`src/rtl/zigzag_encryption.sv`:
```
// zigzag_encryption
//   Collects a plaintext message character by character, then emits it
//   reordered as a rail-fence ("zigzag") cipher once the start token arrives.
//
//   clk     in   rising-edge clock
//   rst_n   in   asynchronous active-low reset
//   data_i  in   [D_WIDTH]    plaintext character
//   valid_i in   data_i qualifier
//   key     in   [KEY_WIDTH]  number of rails (2 or 3, anything else = identity)
//   data_o  out  [D_WIDTH]    ciphertext character (registered)
//   valid_o out  data_o qualifier (registered)
//   busy    out  high while the ciphertext is being emitted (registered)
module zigzag_encryption #(
    parameter int                 D_WIDTH                = 8,
    parameter int                 KEY_WIDTH              = 8,
    parameter int                 MAX_NOF_CHARS          = 50,
    parameter logic [D_WIDTH-1:0] START_ENCRYPTION_TOKEN = 8'hFA
) (
    input  logic                 clk,
    input  logic                 rst_n,
    input  logic [D_WIDTH-1:0]   data_i,
    input  logic                 valid_i,
    input  logic [KEY_WIDTH-1:0] key,
    output logic [D_WIDTH-1:0]   data_o,
    output logic                 valid_o,
    output logic                 busy
);

    // Index width leaves headroom for idx + 4 without wrapping.
    localparam int IDX_W  = $clog2(MAX_NOF_CHARS + 5);
    localparam int ADDR_W = (MAX_NOF_CHARS > 1) ? $clog2(MAX_NOF_CHARS) : 1;

    typedef enum logic {
        COLLECT,
        EMIT
    } state_e;

    state_e               state_q, state_d;
    logic [IDX_W-1:0]     count_q, count_d;
    logic [IDX_W-1:0]     idx_q, idx_d;
    logic [IDX_W-1:0]     out_cnt_q, out_cnt_d;
    logic [1:0]           rail_q, rail_d;
    logic [KEY_WIDTH-1:0] key_q, key_d;
    logic [D_WIDTH-1:0]   data_o_q, data_o_d;
    logic                 valid_o_q, valid_o_d;
    logic                 busy_q, busy_d;

    logic                 wr_en;
    logic                 is_token;
    logic                 is_k2, is_k3;
    logic [1:0]           nof_rails;
    logic [IDX_W-1:0]     stride;

    // Message buffer: deliberately not reset, count_q=0 hides stale entries.
    logic [D_WIDTH-1:0]   mem [MAX_NOF_CHARS];

    always_ff @(posedge clk) begin
        if (wr_en) begin
            mem[count_q[ADDR_W-1:0]] <= data_i;
        end
    end

    // State register
    always_ff @(posedge clk or negedge rst_n) begin
        if (!rst_n) begin
            state_q   <= COLLECT;
            count_q   <= '0;
            idx_q     <= '0;
            out_cnt_q <= '0;
            rail_q    <= '0;
            key_q     <= '0;
            data_o_q  <= '0;
            valid_o_q <= 1'b0;
            busy_q    <= 1'b0;
        end else begin
            state_q   <= state_d;
            count_q   <= count_d;
            idx_q     <= idx_d;
            out_cnt_q <= out_cnt_d;
            rail_q    <= rail_d;
            key_q     <= key_d;
            data_o_q  <= data_o_d;
            valid_o_q <= valid_o_d;
            busy_q    <= busy_d;
        end
    end

    assign is_token = (data_i == START_ENCRYPTION_TOKEN);

    // Rail geometry: rail r starts at index r; key 2 strides 2/2,
    // key 3 strides 4/2/4, identity is one rail of stride 1.
    always_comb begin
        is_k2     = (key_q == KEY_WIDTH'(2));
        is_k3     = (key_q == KEY_WIDTH'(3));
        nof_rails = is_k2 ? 2'd2 : (is_k3 ? 2'd3 : 2'd1);
        if (is_k2) begin
            stride = IDX_W'(2);
        end else if (is_k3) begin
            stride = (rail_q == 2'd1) ? IDX_W'(2) : IDX_W'(4);
        end else begin
            stride = IDX_W'(1);
        end
    end

    // Next-state logic
    always_comb begin
        state_d = state_q;
        unique case (state_q)
            COLLECT: if (valid_i && is_token) state_d = EMIT;
            EMIT:    if (out_cnt_q == count_q) state_d = COLLECT;
            default: state_d = COLLECT;
        endcase
    end

    // Output and datapath logic
    always_comb begin
        logic             found;
        logic [IDX_W-1:0] next_idx;

        found     = 1'b0;
        next_idx  = idx_q + stride;
        count_d   = count_q;
        idx_d     = idx_q;
        out_cnt_d = out_cnt_q;
        rail_d    = rail_q;
        key_d     = key_q;
        data_o_d  = data_o_q;
        valid_o_d = 1'b0;
        busy_d    = busy_q;
        wr_en     = 1'b0;

        unique case (state_q)
            COLLECT: begin
                if (valid_i) begin
                    if (is_token) begin
                        key_d     = key;
                        idx_d     = '0;
                        rail_d    = '0;
                        out_cnt_d = '0;
                        busy_d    = 1'b1;
                    end else if (count_q < IDX_W'(MAX_NOF_CHARS)) begin
                        wr_en   = 1'b1;
                        count_d = count_q + IDX_W'(1);
                    end
                end
            end
            EMIT: begin
                if (out_cnt_q == count_q) begin
                    busy_d  = 1'b0;
                    count_d = '0;
                end else begin
                    data_o_d  = mem[idx_q[ADDR_W-1:0]];
                    valid_o_d = 1'b1;
                    out_cnt_d = out_cnt_q + IDX_W'(1);
                    if (next_idx < count_q) begin
                        idx_d = next_idx;
                    end else begin
                        // Jump straight to the first later rail whose start
                        // index lies inside the message, so empty rails cost
                        // no cycle.
                        for (int unsigned r = 1; r < 3; r++) begin
                            if (!found && (2'(r) > rail_q) && (2'(r) < nof_rails)
                                && (IDX_W'(r) < count_q)) begin
                                found  = 1'b1;
                                rail_d = 2'(r);
                                idx_d  = IDX_W'(r);
                            end
                        end
                    end
                end
            end
            default: ;
        endcase
    end

    assign data_o  = data_o_q;
    assign valid_o = valid_o_q;
    assign busy    = busy_q;

endmodule

```
`config.mk`:
```
export PLATFORM = sky130hd
export DESIGN_NAME = zigzag_encryption
export DESIGN_NICKNAME = d
export VERILOG_FILES = /design/src/rtl/zigzag_encryption.sv
export SDC_FILE = /design/constraint.sdc
export NUM_CORES = 1
export LEC_CHECK = 0
export BUFFER_PORTS_ARGS = -buffer_cell sky130_fd_sc_hd__buf_2
export CAP_MARGIN = 5
export CORE_MARGIN = 1.5
export CORE_UTILIZATION = 41
export CTS_BUF_LIST = sky130_fd_sc_hd__clkbuf_8 sky130_fd_sc_hd__clkbuf_16
export DETAILED_ROUTE_END_ITERATION = 10
export SETUP_SLACK_MARGIN = 0.3
export SYNTH_ARGS = -nofsm -noshare
export SYNTH_HDL_FRONTEND = slang
export SYNTH_SLANG_ARGS = --single-unit
```
`constraint.sdc`:
```
create_clock -name clk -period 8.3 [get_ports clk]
set_clock_uncertainty 0.15 [all_clocks]
set_input_delay 0.83 -clock clk [delete_from_list [all_inputs] [get_ports clk]]
set_output_delay 0.83 -clock clk [all_outputs]
set_load 0.01 [all_outputs]
```
## Word-level counts from Yosys, hierarchy flattened

Memory sizes are Yosys's and may differ from the RTL's. A register that Yosys moved wholly into a read port is not among the register bits.
Index checks and enable logic that the tools add are counted.

- Bits in registers: 31
- Bits in latches: 0
- RAM bits: 400
- ROM bits: 0
- Bits of input ports: 19
- Memories: 1

Memories:

| memory | depth | width | rd ports | clocked after memory_dff | write ports | RTL line | source |
|---|---|---|---|---|---|---|---|
| mem | 50 | 8 | 1 | 1 | 1 | 55 | `logic [D_WIDTH-1:0] mem [MAX_NOF_CHARS];` |

- $add $sub $neg: 3
- Multiply operators: 0
- Divide/modulo/power cells: 0
- $lt $le $gt $ge: 8
- Equality and inequality tests: 14
- Shift-type cells: 0
- Mux-type cells: 44
- Bitwise logic cells: 2
- Reduce and logical (&&, ||, !) cells: 15

Operators by type and width:

| cell | count |
|---|---|
| $mux W6 | 11 |
| $pmux W6 S2 | 3 |
| $eq A8 B2 Y1 const B | 2 |
| $mux W1 | 16 |
| $mux W2 | 8 |
| $add A6 B1 Y6 const B | 2 |
| $ne A2 B2 Y1 const B | 6 |
| $mux W3 | 3 |
| $reduce_and A3 Y1 | 3 |
| $eq A8 B8 Y1 const B | 1 |
| $reduce_and A4 Y1 | 2 |
| $add A6 B6 Y6 | 1 |
| $eq A6 B6 Y1 | 1 |
| $logic_and A1 B1 Y1 | 6 |
| $lt A1 B6 Y1 const A | 1 |
| $lt A2 B6 Y1 const A | 1 |
| $lt A6 B6 Y1 | 1 |
| $lt A6 B6 Y1 const B | 1 |
| $reduce_and A5 Y1 | 1 |
| $ne A4 B1 Y1 const B | 1 |
| $pmux W1 S2 | 2 |
| $pmux W2 S2 | 1 |
| $ne A3 B1 Y1 const B | 1 |
| $eq A2 B1 Y1 const B | 1 |
| 8 further kinds | 10 |

## Depth between registers and ports, before layout

- Depth in word-level cells: 18
- Gate-level depth with buffers: 14

## Worst setup path after synthesis

OpenSTA, ideal clock, no wires.

- Path kind: reg2reg
- Start point: register idx_q[1]
- End point: register idx_q[1]
- Setup time: 92 ps
- Arrival time: 3,245 ps
- Required time: 8,058 ps
- Path slack: 4,813 ps
- Cell stages (with the launch flop): 15
- Path buffers: 3
- Clock period less this slack: 3,487 ps
- Cell sequence: dfrtp_1 > buf_2 > inv_2 > buf_2 > clkbuf_1 > fa_1 > nor2b_1 > o21ai_0 > xnor2_1 > ha_1 > nand3_1 > o21a_1 > o41ai_2 > nand2_1 > o31ai_2

- Cells in the longest elaborated chain, start to end: 5

RTL lines:

| what | RTL line | source |
|---|---|---|
| from (decl) | 40 | `logic [IDX_W-1:0] idx_q, idx_d;` |
| from (signal assigned) | 78 | `idx_q <= idx_d;` |
| $add A6 B6 Y6 * | 121 | `next_idx = idx_q + stride;` |
| $lt A6 B6 Y1 | 155 | `if (next_idx < count_q) begin` |
| $mux W6 | 155 |  |
| $mux W6 | 148 | `if (out_cnt_q == count_q) begin` |
| $pmux W6 S2 | 132 | `unique case (state_q)` |

Every way passes the cells marked *; elsewhere a longest branch is shown, timed or not. The select of a mux whose other input is x is not followed.
A chain may end at the register's enable or synchronous reset.

## Final worst setup path

Ends and elaborated chain as after synthesis.

==> results.txt <==
CTS buffer count = 46
CP Data Required Time = 8.61 ns
first drt pass iteration count = 5
hold crit path type = in -> async
leading register cell type out of synthesis = edfxtp_1
final hold vios = 0
RSZ-0062 raised after global routing = false
Comb power frac = 21.8%
via/cell ratio = 5.63
initial DRC count = 877
Total GRT Usage = 18.0%
synth cell count leaders = edfxtp_1, mux4_2, nor2_1
CP startpoint kind = register
crit path cell chain = buf_4 -> inv_2 -> fa_1 -> nor2b_1 -> o21ai_0 -> xnor2_1 -> ha_1 -> nand3_1 -> o21a_1 -> o41ai_2 -> nand2_1 -> o31ai_2
VDD IR max = 0.161 mV
CTS tree = yes
Clock Tree Root = clkbuf_16
Placer Congestion = 0.823
clk_lat worst skew = 0.56 ns
final HPWL from detailed placement = 23.5 mm
Worst setup EP type = register
sw power = 1.65 mW
number of I/O port buffers = 28
via count = 8776
Detail Route Antenna Nets = 0
setup TNS = 0 ns
Final Cycle Share = 52.2%
H-tree Lvls = 2
Final setup viols = 0
first-pass GRT wire length = 58.3 mm
initial antenna violation count = 1
Largest stage delay, worst path = 0.64 ns
grt ovf = 0
status = complete, no violations
Synth warnings = 0
buffer depth of the longest clock path = 3
maximum clock frequency = 0.231 GHz
fin crit period = 4.33 ns
drt wl/cell = 25.0 um
Worst Path Max Fanout = 47
Worst Tran Pin Value = 1.02 ns
fin. max-slew vios = 0
die height = 211 um
clock edge transition at the registers on the reported setup and hold paths = 0.06 ns
Die ar. = 44400 um^2
total power after layout = 5.76 mW
Cells after Synth = 948
post-synthesis sequential area ratio = 73.4%
residual DRC count = 0
chip width = 211 um
vias in the first global route = 9053
CTS resizes = 0
diode count = 0
mapped cell area = 17700 um^2
Post-synth EDFFs = 400
CP max stage cell = o41ai_2
Clk pwr share = 31.6%
hold_ws = 0.261 ns
post-CTS setup buffer count = 0
most frequent cell after synthesis = edfxtp_1
Yosys top cell area share = 67.9%
Sw Ratio = 28.6%
relative slew slack = 32.0%
layout cell share with drive strength beyond 1 = 22.6%
CTS Hold Bufs = 0
largest net degree at the start of global routing = 61
Sink Count = 439
Starting Density = 41.9%
num rows = 75
Core Footprint = 42200 um^2
Post-layout nets = 1018
CP arrival = 4.64 ns
WS Path Type = reg -> reg
leakage power = 6.46 nW
Boundary Pins = 29
Post-synth ARST share = 8.88%
power density cells = 292 nW/um^2
Synth area leader = edfxtp_1
Cell Int Power = 4.11 mW
area growth from synthesis to layout = 11.4%
MaxCap Viol Count = 0
number of synthesized register bits = 439
post-synth cell types = 61
Syn Nets = 978
Flop pwr share = 46.5%
Post-Syn Area per Cell = 18.7 um^2
WL final = 38.9 mm
top post-synthesis cells by area = edfxtp_1, mux4_2, dfrtp_1
==> area by class of cell <==
| cell class | instances | area [um^2] |
|---|---|---|
| Inverter | 13 | 48.8 |
| Sequential cell | 439 | 13000 |
| Tap cell | 539 | 674 |
| Multi-Input combinational cell | 446 | 4420 |
| Clock inverter | 32 | 154 |
| Clock buffer | 47 | 1180 |
| Fill cell | 3545 | 22500 |
| Timing Repair Buffer | 42 | 245 |
==> power by group through the flow <==
stage | clock, mW | combinational (mW) | sequential, mW
3_3_place_gp | 0 | 1.27 | 2.72
5_1_grt | 1.94 | 1.36 | 2.70
6_report | 1.82 | 1.26 | 2.68
4_1_cts | 1.86 | 1.27 | 2.68
3_5_place_dp | 0 | 1.27 | 2.73
2_1_floorplan | 0 | 0.990 | 2.63
==> layer usage <==
| layer | wire, um | up-vias | track usage, % |
|---|---|---|---|
| li1 | - | 3881 | - |
| met2 | 18400 | 262 | 28.3 |
| met4 | 616 | 0 | 4.43 |
| met3 | 2450 | 42 | 3.69 |
| met5 | 0 | - | 0 |
| met1 | 17500 | 4591 | 25.8 |
==> final timing paths <==
check	start	depth (start not counted)	endpoint	slack (ns)
setup / recovery	idx_q[1]	12	idx_q[1]	3.97
max in group asynchronous	rst_n	1	idx_q[2]	7.08
hold / removal	rst_n	1	rail_q[1]	0.26
min in group clk	data_o[6]	2	data_o[6]	0.32
setup reg to reg	idx_q[1]	12	idx_q[1]	3.97
hold reg to reg	data_o[6]	2	data_o[6]	0.32
==> through the flow <==
stage / cell area, um^2 / setup slack [ns] / std cells / util [%]
2_1_floorplan: 17700 / 4.81 / 948 / -
3_3_place_gp: 18400 / 4.04 / 1479 / 43.5
3_5_place_dp: 18400 / 4.00 / 1479 / 43.5
4_1_cts: 19700 / 3.96 / 1558 / 46.7
5_1_grt: 19700 / 3.59 / 1558 / 46.7
6_report: 19700 / 3.97 / 1558 / 46.7
==> worst max-delay path, delay by kind of cell (launching register included) <==
| kind | cells | cell delay (ns) |
|---|---|---|
| xor+xnor | 1 | 0.18 |
| buf+inv | 2 | 1.16 |
| fa+ha+maj | 2 | 0.96 |
| flops | 1 | 0.34 |
| compound gates | 4 | 1.09 |
| simple gates | 3 | 0.32 |
==> cells by family (layout without fill, tap and decap cells) <==
| group | after synthesis | after routing | share of synthesized area, % |
|---|---|---|---|
| multiplexers | 137 | 137 | 14.8 |
| AND/OR/NAND/NOR | 197 | 197 | 4.99 |
| AO/OA/AOI/OAI | 85 | 85 | 3.57 |
| adder cells (fa/ha/maj) | 11 | 11 | 0.820 |
| flip-flops | 439 | 439 | 73.4 |
| XOR/XNOR | 16 | 16 | 0.792 |
| buffers and inverters | 63 | 134 | 1.68 |
==> cells in the final DEF, fill, tap and decap left out, types with 3 or more instances in the layout <==
| cell | n |
|---|---|
| edfxtp_1 | 400 |
| mux4_2 | 98 |
| nor2_1 | 86 |
| nand2_1 | 54 |
| clkbuf_16 | 47 |
| dfrtp_1 | 36 |
| inv_1 | 30 |
| buf_2 | 28 |
| mux2i_1 | 25 |
| nand3_1 | 23 |
| a21oi_1 | 20 |
| o21ai_0 | 16 |
| a32oi_1 | 15 |
| mux2_2 | 14 |
| xnor2_1 | 14 |
| buf_4 | 14 |
| ha_1 | 10 |
| clkinv_1 | 8 |
| a31o_2 | 5 |
| nor3_1 | 5 |
| nand4_1 | 4 |
| nand3b_1 | 3 |
| a22o_1 | 3 |
| a21o_1 | 3 |
| nor2b_1 | 3 |
| nand2b_1 | 3 |
| or4_1 | 3 |
| clkinv_2 | 3 |
==> sequential cells by signal, summed over array words and instances (netlist names) <==
signal / cells
busy: 1
count_q: 6
data_o: 8
idx_q: 6
key_q: 8
mem: 400
out_cnt_q: 6
rail_q: 2
state_q: 1
valid_o: 1
Note: power is estimated with default switching activity, not from simulation.
